`src/rtl/vedic_mul_arbiter.sv`:
```
// Round-robin arbiter sharing one pipelined 8x8 multiplier among NREQ requesters.
// Optional statistics counters (issue_cnt, stall_cnt) when ARB_STATS_EN is defined.
module vedic_mul_arbiter #(
    parameter int NREQ    = 4,
    parameter int MUL_LAT = 3,
    parameter int IDX_W   = 2
) (
    input  logic                 clk,
    input  logic                 rst_n,
    input  logic [NREQ-1:0]      req_valid,
    input  logic [NREQ*8-1:0]    req_a,
    input  logic [NREQ*8-1:0]    req_b,
    output logic [NREQ-1:0]      req_ready,
    output logic [7:0]           mul_a,
    output logic [7:0]           mul_b,
    input  logic [15:0]          mul_result,
    output logic [NREQ-1:0]      rsp_valid,
    output logic [NREQ*16-1:0]   rsp_data,
    input  logic [NREQ-1:0]      rsp_ready
`ifdef ARB_STATS_EN
    ,
    output logic [31:0]          issue_cnt,
    output logic [31:0]          stall_cnt
`endif
);

    typedef struct packed {
        logic             vld;
        logic [IDX_W-1:0] idx;
    } tag_t;

    localparam logic [IDX_W:0]   NREQ_W = (IDX_W+1)'(NREQ);
    localparam logic [IDX_W-1:0] LAST_IDX = IDX_W'(NREQ - 1);

    logic [IDX_W-1:0]   ptr_q, ptr_d;
    logic [IDX_W-1:0]   grant_idx;
    logic               accept;
    logic [NREQ-1:0]    eligible;
    logic [2*NREQ-1:0]  elig_rot;
    logic [NREQ-1:0]    busy_q, busy_d;
    logic [7:0]         mul_a_q, mul_a_d, mul_b_q, mul_b_d;
    logic [NREQ-1:0]    rsp_valid_q, rsp_valid_d;
    logic [NREQ*16-1:0] rsp_data_q, rsp_data_d;
    tag_t               tag_q [MUL_LAT];
    tag_t               tag_tail;

    assign eligible = req_valid & ~busy_q;
    // Rotating by ptr turns "first eligible at or after ptr" into a plain
    // lowest-set-bit search over the doubled vector.
    assign elig_rot = {eligible, eligible} >> ptr_q;

    always_comb begin : grant_search
        logic [IDX_W:0] sum;
        // NOTE: every output of a combinational block gets a default before
        // any conditional assignment, otherwise a latch is inferred.
        accept    = 1'b0;
        grant_idx = '0;
        sum       = '0;
        for (int i = 0; i < NREQ; i++) begin
            if (!accept && elig_rot[i]) begin
                accept = 1'b1;
                sum    = {1'b0, ptr_q} + (IDX_W+1)'(i);
                if (sum >= NREQ_W) begin
                    sum = sum - NREQ_W;
                end
                grant_idx = sum[IDX_W-1:0];
            end
        end
    end

    // Ready is held low while reset is asserted so no accept can be seen.
    always_comb begin
        req_ready = '0;
        for (int i = 0; i < NREQ; i++) begin
            req_ready[i] = rst_n && accept && (grant_idx == IDX_W'(i));
        end
    end

    always_comb begin
        ptr_d   = ptr_q;
        mul_a_d = mul_a_q;
        mul_b_d = mul_b_q;
        if (accept) begin
            ptr_d = (grant_idx == LAST_IDX) ? '0 : grant_idx + IDX_W'(1);
            for (int i = 0; i < NREQ; i++) begin
                if (grant_idx == IDX_W'(i)) begin
                    mul_a_d = req_a[8*i +: 8];
                    mul_b_d = req_b[8*i +: 8];
                end
            end
        end
    end

    assign tag_tail = tag_q[MUL_LAT-1];

    // Consume, capture and new-grant are evaluated per requester; capture and
    // consume for different indices never interact.
    always_comb begin
        busy_d      = busy_q;
        rsp_valid_d = rsp_valid_q;
        rsp_data_d  = rsp_data_q;
        for (int k = 0; k < NREQ; k++) begin
            if (rsp_valid_q[k] && rsp_ready[k]) begin
                rsp_valid_d[k] = 1'b0;
                busy_d[k]      = 1'b0;
            end
            if (tag_tail.vld && (tag_tail.idx == IDX_W'(k))) begin
                rsp_valid_d[k]        = 1'b1;
                rsp_data_d[16*k +: 16] = mul_result;
            end
            if (accept && (grant_idx == IDX_W'(k))) begin
                busy_d[k] = 1'b1;
            end
        end
    end

    // NOTE: state is updated with non-blocking assignments so every flop
    // samples the pre-edge values, independent of statement order.
    always_ff @(posedge clk or negedge rst_n) begin
        if (!rst_n) begin
            ptr_q       <= '0;
            mul_a_q     <= '0;
            mul_b_q     <= '0;
            busy_q      <= '0;
            rsp_valid_q <= '0;
            rsp_data_q  <= '0;
            // NOTE: the tag stages are reset because their valid bits are
            // control state; a stale tag would raise a spurious response.
            for (int s = 0; s < MUL_LAT; s++) begin
                tag_q[s] <= '0;
            end
        end else begin
            ptr_q       <= ptr_d;
            mul_a_q     <= mul_a_d;
            mul_b_q     <= mul_b_d;
            busy_q      <= busy_d;
            rsp_valid_q <= rsp_valid_d;
            rsp_data_q  <= rsp_data_d;
            tag_q[0]    <= '{vld: accept, idx: grant_idx};
            for (int s = 1; s < MUL_LAT; s++) begin
                tag_q[s] <= tag_q[s-1];
            end
        end
    end

    assign mul_a     = mul_a_q;
    assign mul_b     = mul_b_q;
    assign rsp_valid = rsp_valid_q;
    assign rsp_data  = rsp_data_q;

`ifdef ARB_STATS_EN
    logic [31:0] issue_cnt_q, stall_cnt_q;

    always_ff @(posedge clk or negedge rst_n) begin
        if (!rst_n) begin
            issue_cnt_q <= '0;
            stall_cnt_q <= '0;
        end else begin
            if (accept) begin
                issue_cnt_q <= issue_cnt_q + 32'd1;
            end else if (|req_valid) begin
                stall_cnt_q <= stall_cnt_q + 32'd1;
            end
        end
    end

    assign issue_cnt = issue_cnt_q;
    assign stall_cnt = stall_cnt_q;
`endif

endmodule

```
`config.mk`:
```
export PLATFORM = sky130hd
export DESIGN_NAME = vedic_mul_arbiter
export DESIGN_NICKNAME = d
export VERILOG_FILES = /design/src/rtl/vedic_mul_arbiter.sv
export SDC_FILE = /design/constraint.sdc
export NUM_CORES = 1
export LEC_CHECK = 0
export BUFFER_PORTS_ARGS = -buffer_cell sky130_fd_sc_hd__clkbuf_2
export CAP_MARGIN = 20
export CORE_MARGIN = 2
export CORE_UTILIZATION = 49
export CTS_CLUSTER_SIZE = 12
export DETAILED_ROUTE_END_ITERATION = 12
export PLACE_DENSITY_LB_ADDON = 0.3
export SLEW_MARGIN = 40
export SYNTH_ARGS = -nofsm -noshare
export SYNTH_HDL_FRONTEND = slang
export SYNTH_SLANG_ARGS = --single-unit
```
`constraint.sdc`:
```
create_clock -name clk -period 3.5 [get_ports clk]
set_input_delay 0.7 -clock clk [delete_from_list [all_inputs] [get_ports clk]]
set_output_delay 0.7 -clock clk [all_outputs]
set_load 0.03 [all_outputs]
```
==> results.sh, run 1 <==
export IMPL_cp_max_fo=5
export IMPL_vias=3365
export IMPL_gp_congestion=0.8528
export IMPL_place_hpwl_mm=7.677
export IMPL_cp_top_family="simple AND/OR/NAND/NOR gates"
export IMPL_final_design_area_no_fill_um2=5658
export IMPL_numCtsBuffers=9
export IMPL_p_int_mw=3.442
export IMPL_areaGrowthSynthToFinish_pct=26.49
export IMPL_finalHoldViolCount=0
export IMPL_ir_drop_mv=0.3787
export IMPL_yosysWarnings=0
export IMPL_yosys_cell_types_count=31
export IMPL_synth_area_leaders="dfrtp_1 55%, mux2_2 20%, a2bb2oi_1 3.1%"
export IMPL_synth_edff_count=0
export IMPL_first_pass_iters=4
export IMPL_post_cts_hold_buffer_count=0
export IMPL_cts_buffer_depth=2
export IMPL_drt_iter0_markers=69
export IMPL_p_per_area_nw_per_um2=1098
export IMPL_placed_area_um2=5468
export IMPL_yosys_area_top_type_share_pct=55.38
export IMPL_leakage_nw=2.715
export IMPL_crit_arrival_ns=2.35
export IMPL_min_path_type="in2async"
export IMPL_r2r_end="mul_a[4]$_DFFE_PN0P_"
export IMPL_io_pins=178
export IMPL_fin_crit_ns=3.047
export IMPL_mappedNetlistArea_um2=4473
export IMPL_initial_core_util_pct=50.80
export IMPL_cp_depth=6
export IMPL_root_buffer="clkbuf_8"
export IMPL_slowest_stage="or3b_2"
export IMPL_portBuffers=177
export IMPL_p_sw_mw=2.772
export IMPL_setup_worst_path_class="reg2out"
export IMPL_cts_tree="done"
export IMPL_synth_area_leader_cell="dfrtp_1"
export IMPL_wl_per_cell_um=16.57
export IMPL_grt_pass1_wl_mm=17.16
export IMPL_yosysMostFrequentCell="dfrtp_1"
export IMPL_drive_gt1_share_pct=56.84
export IMPL_netSwitchingFraction_pct=44.61
export IMPL_place_inst=606
export IMPL_worst_pin_slew_ns=0.5988
export IMPL_drc=0
export IMPL_dieArea_um2=9909
export IMPL_endpoint="req_ready[2]"
export IMPL_synth_main_ff_cell="dfrtp_1"
export IMPL_rows=34
export IMPL_gr_total_overflow=0
export IMPL_timing_fmax_mhz=328.2
export IMPL_ys_ff_latch=99
export IMPL_die_h_um=99.55
export IMPL_crit_path_start_kind="flip-flop"
export IMPL_syn_avg_cell_area_um2=13.51
export IMPL_finalClockSkew_ns=0.01181
export IMPL_setup_viol=0
export IMPL_drv_slew=0
export IMPL_clk_latency_ns=0.36
export IMPL_maxCapViolCount=0
export IMPL_slowest_delay_ns=0.50
export IMPL_cts_setup_buffers=0
export IMPL_antenna_cells=0
export IMPL_clk_pin_slew_ns=0.10
export IMPL_grtUsageTotal_pct=21.94
export IMPL_grt_setup_unrepaired="false"
export IMPL_syn_instance_count=331
export IMPL_status="completed"
export IMPL_critPathLaunch="ptr_q[0]$_DFFE_PN0N_"
export IMPL_whs_ns=0.1655
export IMPL_ys_async_sr_fraction_pct=100.0
export IMPL_ant_nets=0
export IMPL_routed_via_density=5.427
export IMPL_cts_resized=0
export IMPL_reg2reg_depth=8
export IMPL_setup_tns_ns=0
export IMPL_first_global_vias=3514
export IMPL_cp_num_buf_inv=1
export IMPL_power_frac_clock_pct=11.5
export IMPL_coreArea_um2=8806
export IMPL_crit_chain="or3b_2 > o211a_1 > o21ai_0 > ha_1 > and3_1 > clkbuf_2"
export IMPL_h_tree_depth=3
export IMPL_num_nets_final=603
export IMPL_die_w_um=99.55
export IMPL_grt_max_degree=50
export IMPL_required_ns=2.80
export IMPL_finalCritPeriodShare_pct=87.06
export IMPL_cp_end_kind="output port"
export IMPL_numClockSinks=99
export IMPL_reg2reg_slack_ns=0.94
export IMPL_seq_power_share_pct=33.3
export IMPL_max_slew_margin_rel_pct=60.08
export IMPL_wl_mm=10.28
export IMPL_r2r_start="ptr_q[0]$_DFFE_PN0N_"
export IMPL_syn_num_nets=425
export IMPL_comb_power_share_pct=55.1
export IMPL_antenna_found_initial=0
export IMPL_ys_seq_area_share_pct=55.38
export IMPL_final_cells=620
export IMPL_yosys_top_cells_count="99 x dfrtp_1, 81 x mux2_2, 20 x nand2b_1"
==> flip-flops by register name, indices dropped and copies added (netlist names) <==
name,count
rsp_valid,4
rsp_data,64
mul_a,8
ptr_q,2
mul_b,8
tag_q,9
busy_q,4
==> power groups by stage <==
stage	sequential, mW	clock [mW]	combinational (mW)
2_1_floorplan	3.04	0	1.55
3_3_place_gp	2.06	0	3.37
3_5_place_dp	2.10	0	3.47
4_1_cts	2.08	0.733	3.47
5_1_grt	2.15	0.781	3.68
6_report	2.07	0.717	3.43
==> cells in the final DEF, fill, tap and decap left out, types with 10 or more instances in the layout <==
master       n
clkbuf_2   176
dfrtp_1     99
mux2_2      81
nand2b_1    20
and2_1      17
o211ai_1    16
a41oi_1     16
a2bb2oi_1   16
buf_4       11
clkbuf_8    10
==> layer usage <==
metal | track usage, % | vias up | part of all wire (%)
met5 | 0 | - | 0
met4 | 5.585 | 0 | 1.3
met3 | 5.762 | 12 | 6.3
met2 | 37.73 | 144 | 50
met1 | 27.69 | 1636 | 42
li1 | - | 1573 | -
==> worst reg2reg max path, cell delays in order (launching register included) <==
cell and delay (ns):
dfrtp_1 0.43, or3b_2 0.50, o211a_1 0.17, o21a_1 0.23
ha_1 0.23, buf_4 0.20, inv_1 0.38, o211ai_1 0.16
a2bb2oi_1 0.20
==> through the flow <==
stage | utilization, % | power [mW] | setup WS, ns
2_1_floorplan | - | 4.590 | 0.2659
3_3_place_gp | 61.92 | 5.432 | 0.5213
3_5_place_dp | 62.09 | 5.564 | 0.4726
4_1_cts | 64.25 | 6.279 | 0.4439
5_1_grt | 64.25 | 6.606 | 0.2942
6_report | 64.25 | 6.214 | 0.4528
==> logic make-up (layout without fill, tap and decap cells) <==
family	count (synthesis)	in the layout	synth area share, %
mux	81	81	20.39
compound gates	65	65	11.78
simple gates	55	55	8.168
buf+inv	27	208	3.161
flops	99	99	55.38
fa+ha+maj	4	4	1.119
==> area by class of cell <==
class	instances	area, um2
fill	747	3148
sequential	99	2477
multi-input combinational	205	1854
timing repair buffer	188	978.4
clock buffer	10	137.6
tap	108	135.1
clock inverter	4	52.55
inverter	6	22.52
==> worst min path at each step <==
stage	startpoint	endpoint	slack [ns]
after floorplan	tag_q[3]$_DFF_PN0_	tag_q[0]$_DFF_PN0_	0.33
after global placement	tag_q[5]$_DFF_PN0_	tag_q[2]$_DFF_PN0_	0.33
after detailed placement	tag_q[4]$_DFF_PN0_	tag_q[1]$_DFF_PN0_	0.34
after CTS	rst_n	mul_b[2]$_DFFE_PN0P_	0.17
after global routing	rst_n	mul_b[2]$_DFFE_PN0P_	0.16
final	rst_n	mul_b[6]$_DFFE_PN0P_	0.17
(Power assumes the default switching activity.)
==> run 2: changes to the inputs <==
==> constraint.sdc (replaced) <==
create_clock -name clk -period 3.5 [get_ports clk]
set_input_delay 0.7 -clock clk [delete_from_list [all_inputs] [get_ports clk]]
set_output_delay 0.7 -clock clk [all_outputs]
set_load 0.05 [all_outputs]
==> results.sh, run 2 (synthesized netlist as in run 1, its figures left out) <==
export IMPL_status="completed"
export IMPL_reg2reg_slack_ns=0.91
export IMPL_numClockSinks=99
export IMPL_cts_setup_buffers=0
export IMPL_num_nets_final=604
export IMPL_setup_worst_path_class="reg2out"
export IMPL_drv_slew=0
export IMPL_clk_pin_slew_ns=0.10
export IMPL_drive_gt1_share_pct=57.09
export IMPL_crit_arrival_ns=2.39
export IMPL_grt_max_degree=49
export IMPL_min_path_type="in2async"
export IMPL_numCtsBuffers=9
export IMPL_finalClockSkew_ns=0.01410
export IMPL_areaGrowthSynthToFinish_pct=27.08
export IMPL_setup_tns_ns=0
export IMPL_finalHoldViolCount=0
export IMPL_die_h_um=99.55
export IMPL_cts_tree="done"
export IMPL_cp_end_kind="output port"
export IMPL_post_cts_hold_buffer_count=0
export IMPL_fin_crit_ns=3.088
export IMPL_dieArea_um2=9909
export IMPL_first_global_vias=3447
export IMPL_portBuffers=177
export IMPL_worst_pin_slew_ns=0.5913
export IMPL_grt_pass1_wl_mm=16.75
export IMPL_max_slew_margin_rel_pct=60.58
export IMPL_root_buffer="clkbuf_8"
export IMPL_gp_congestion=0.8598
export IMPL_vias=3369
export IMPL_gr_total_overflow=0
export IMPL_finalCritPeriodShare_pct=88.22
export IMPL_initial_core_util_pct=50.80
export IMPL_h_tree_depth=3
export IMPL_cts_resized=0
export IMPL_largest_register_ff_count=64
export IMPL_routed_via_density=5.408
export IMPL_grtUsageTotal_pct=21.47
export IMPL_timing_fmax_mhz=323.9
export IMPL_r2r_start="ptr_q[0]$_DFFE_PN0N_"
export IMPL_seq_area_um2=2477
export IMPL_cts_buffer_depth=2
export IMPL_coreArea_um2=8806
export IMPL_antenna_cells=0
export IMPL_crit_path_start_kind="flip-flop"
export IMPL_io_pins=178
export IMPL_first_pass_iters=4
export IMPL_cp_max_fo=8
export IMPL_mostFrequentLayoutCells="176 x clkbuf_2, 99 x dfrtp_1, 81 x mux2_2, 20 x nand2b_1, 17 x and2_1"
export IMPL_multi_input_area_um2=1854
export IMPL_place_hpwl_mm=7.594
export IMPL_ant_nets=0
export IMPL_reg2reg_depth=8
export IMPL_antenna_found_initial=0
export IMPL_rows=34
export IMPL_wl_mm=10.30
export IMPL_required_ns=2.80
export IMPL_final_common_cell="clkbuf_2"
export IMPL_r2r_end="mul_a[4]$_DFFE_PN0P_"
export IMPL_clk_latency_ns=0.35
export IMPL_drt_iter0_markers=89
export IMPL_die_w_um=99.55
export IMPL_fillCellCount=744
export IMPL_wl_per_cell_um=16.53
export IMPL_drc=0
export IMPL_grt_setup_unrepaired="false"
export IMPL_maxCapViolCount=0
export IMPL_setup_viol=0
run 2: changes by cell type in the layout (fill, tap and decap cells not counted), sizes merged:
cell / delta
buf: +1
clkbuf: -1
clkinv: -1
clkinvlp: +2
inv: +2
run 2: cell type report:
class / count / share of cell area (%)
sequential: 99 / 43.58
multi-input combinational: 205 / 32.62
timing repair buffer: 189 / 17.35
tap: 108 / 2.377
clock buffer: 9 / 2.179
clock inverter: 7 / 1.497
inverter: 6 / 0.3962
run 2: how the worst max path moves through the flow:
| stage | start | end | depth (start not counted) |
|---|---|---|---|
| 2_1_floorplan | req_valid[0] | req_ready[2] | 7 |
| 3_3_place_gp | req_valid[0] | req_ready[0] | 7 |
| 3_5_place_dp | req_valid[1] | req_ready[3] | 7 |
| 4_1_cts | busy_q[1]$_DFFE_PN0P_ | req_ready[3] | 6 |
| 5_1_grt | busy_q[1]$_DFFE_PN0P_ | req_ready[3] | 6 |
| 6_report | busy_q[1]$_DFFE_PN0P_ | req_ready[3] | 6 |
run 2: critical path, stage by stage (launching register included):
cell      delay (ns)
dfrtp_1         0.40
nand2b_1        0.29
o21ai_0         0.18
a311oi_1        0.47
ha_1            0.27
and3_1          0.16
clkbuf_2        0.27
run 2: layer usage:
layer	track usage [%]	wire length, um	vias up
li1	-	-	1580
met5	0	0	-
met4	8.008	177	0
met3	3.935	598	17
met1	27.71	4373	1634
met2	36.23	5147	138
run 2: per-stage QoR:
step / cells / hold WS, ns / setup WS, ns / cell area (um2) / util [%]
floorplan: 331 / 0.3312 / 0.1339 / 4473 / -
global placement: 606 / 0.3311 / 0.4860 / 5460 / 62.01
detailed placement: 607 / 0.3347 / 0.4216 / 5475 / 62.18
CTS: 623 / 0.1949 / 0.3823 / 5684 / 64.55
global route: 623 / 0.1995 / 0.1792 / 5684 / 64.55
finish: 623 / 0.2030 / 0.4122 / 5684 / 64.55
Power of run 2 is left out: the tool's default activity adds up to more than one toggle a clock period on the data nets, which glitch-free logic cannot reach.
==> run 3: changes to the inputs <==
--- a/config.mk
+++ b/config.mk
@@ -11,6 +11,7 @@
 export CORE_UTILIZATION = 49
 export CTS_CLUSTER_SIZE = 12
 export DETAILED_ROUTE_END_ITERATION = 12
+export MAX_ROUTING_LAYER = met4
 export PLACE_DENSITY_LB_ADDON = 0.3
 export SLEW_MARGIN = 40
 export SYNTH_ARGS = -nofsm -noshare
==> results.sh, run 3 (synthesized netlist as in run 1, its figures left out) <==
export IMPL_ant_nets=0
export IMPL_place_hpwl_mm=7.594
export IMPL_gr_total_overflow=0
export IMPL_portBuffers=177
export IMPL_finalHoldViolCount=0
export IMPL_status="completed"
export IMPL_fillCellCount=744
export IMPL_worst_pin_slew_ns=0.5928
export IMPL_grtUsageTotal_pct=22.15
export IMPL_setup_tns_ns=0
export IMPL_required_ns=2.80
export IMPL_wl_mm=10.33
export IMPL_die_w_um=99.55
export IMPL_cp_max_fo=8
export IMPL_vias=3353
export IMPL_io_pins=178
export IMPL_setup_slack_ns=0.4189
export IMPL_post_cts_hold_buffer_count=0
export IMPL_numCtsBuffers=9
export IMPL_crit_path_start_kind="flip-flop"
export IMPL_maxCapViolCount=0
export IMPL_h_tree_depth=3
export IMPL_cts_setup_buffers=0
export IMPL_initial_core_util_pct=50.80
export IMPL_cts_tree="done"
export IMPL_reg2reg_slack_ns=0.91
export IMPL_mostFrequentLayoutCells="176 x clkbuf_2, 99 x dfrtp_1, 81 x mux2_2, 20 x nand2b_1, 17 x and2_1"
export IMPL_cts_buffer_depth=2
export IMPL_max_slew_margin_rel_pct=60.48
export IMPL_clk_latency_ns=0.35
export IMPL_grt_max_degree=49
export IMPL_grt_pass1_wl_mm=16.75
export IMPL_dp_worst_setup_slack_ns=0.4216
export IMPL_areaGrowthSynthToFinish_pct=27.08
export IMPL_die_h_um=99.55
export IMPL_drive_gt1_share_pct=57.09
export IMPL_routed_via_density=5.382
export IMPL_fin_crit_ns=3.081
export IMPL_first_pass_iters=4
export IMPL_dieArea_um2=9909
export IMPL_largest_register_ff_count=64
export IMPL_grt_setup_unrepaired="false"
export IMPL_antenna_found_initial=0
export IMPL_whs_ns=0.2023
export IMPL_setup_worst_path_class="reg2out"
export IMPL_setup_viol=0
export IMPL_first_global_vias=3445
export IMPL_drv_slew=0
export IMPL_timing_fmax_mhz=324.6
export IMPL_cp_end_kind="output port"
export IMPL_coreArea_um2=8806
export IMPL_min_path_type="in2async"
export IMPL_gp_congestion=0.8736
export IMPL_rows=34
export IMPL_drc=0
export IMPL_cts_resized=0
export IMPL_antenna_cells=0
export IMPL_numClockSinks=99
export IMPL_num_nets_final=604
export IMPL_finalClockSkew_ns=0.01555
export IMPL_clk_pin_slew_ns=0.10
export IMPL_final_common_cell="clkbuf_2"
export IMPL_crit_arrival_ns=2.38
export IMPL_root_buffer="clkbuf_8"
export IMPL_finalCritPeriodShare_pct=88.03
export IMPL_drt_iter0_markers=89
export IMPL_wl_per_cell_um=16.59
-- run 3: critical path: stages, from the launching register on --
cell      delay [ns]
dfrtp_1         0.39
nand2b_1        0.29
o21ai_0         0.18
a311oi_1        0.47
ha_1            0.27
and3_1          0.16
clkbuf_2        0.27
-- run 3: metal layers --
metal  routed length (um)  GRT usage, %  up-vias  part of all wire (%)
li1                     -             -     1582                     -
met1                 4469         28.22     1620                    43
met2                 5117         36.07      134                    50
met3                  575         3.514       17                   5.6
met4                  170         8.008        0                   1.6
met5                    0             -        -                     0
-- run 3: path summary, 6_finish.rpt --
| path | start | end | cells after the start |
|---|---|---|---|
| max | busy_q[1]$_DFFE_PN0P_ | req_ready[3] | 6 |
| min | rst_n | mul_b[2]$_DFFE_PN0P_ | 1 |
| max reg2reg | ptr_q[0]$_DFFE_PN0N_ | mul_a[4]$_DFFE_PN0P_ | 8 |
| min reg2reg | tag_q[3]$_DFF_PN0_ | tag_q[0]$_DFF_PN0_ | 0 |
| max in group asynchronous | rst_n | rsp_data[15]$_DFFE_PN0P_ | 2 |
| min in group clk | tag_q[3]$_DFF_PN0_ | tag_q[0]$_DFF_PN0_ | 0 |
-- run 3: cell type report --
class | count | area [um2] | area share, %
multi-input cells | 205 | 1854 | 32.62
flip-flops and latches | 99 | 2477 | 43.58
clock buffers | 9 | 123.9 | 2.179
well taps | 108 | 135.1 | 2.377
inverters | 6 | 22.52 | 0.3962
clock inverters | 7 | 85.08 | 1.497
repair buffers | 189 | 985.9 | 17.35
-- run 3: per-stage QoR --
| stage | instance area, um2 | instances | utilization (%) |
|---|---|---|---|
| 2_1_floorplan | 4473 | 331 | - |
| 3_3_place_gp | 5460 | 606 | 62.01 |
| 3_5_place_dp | 5475 | 607 | 62.18 |
| 4_1_cts | 5684 | 623 | 64.55 |
| 5_1_grt | 5684 | 623 | 64.55 |
| 6_report | 5684 | 623 | 64.55 |
Power of run 3 is left out for the same reason.
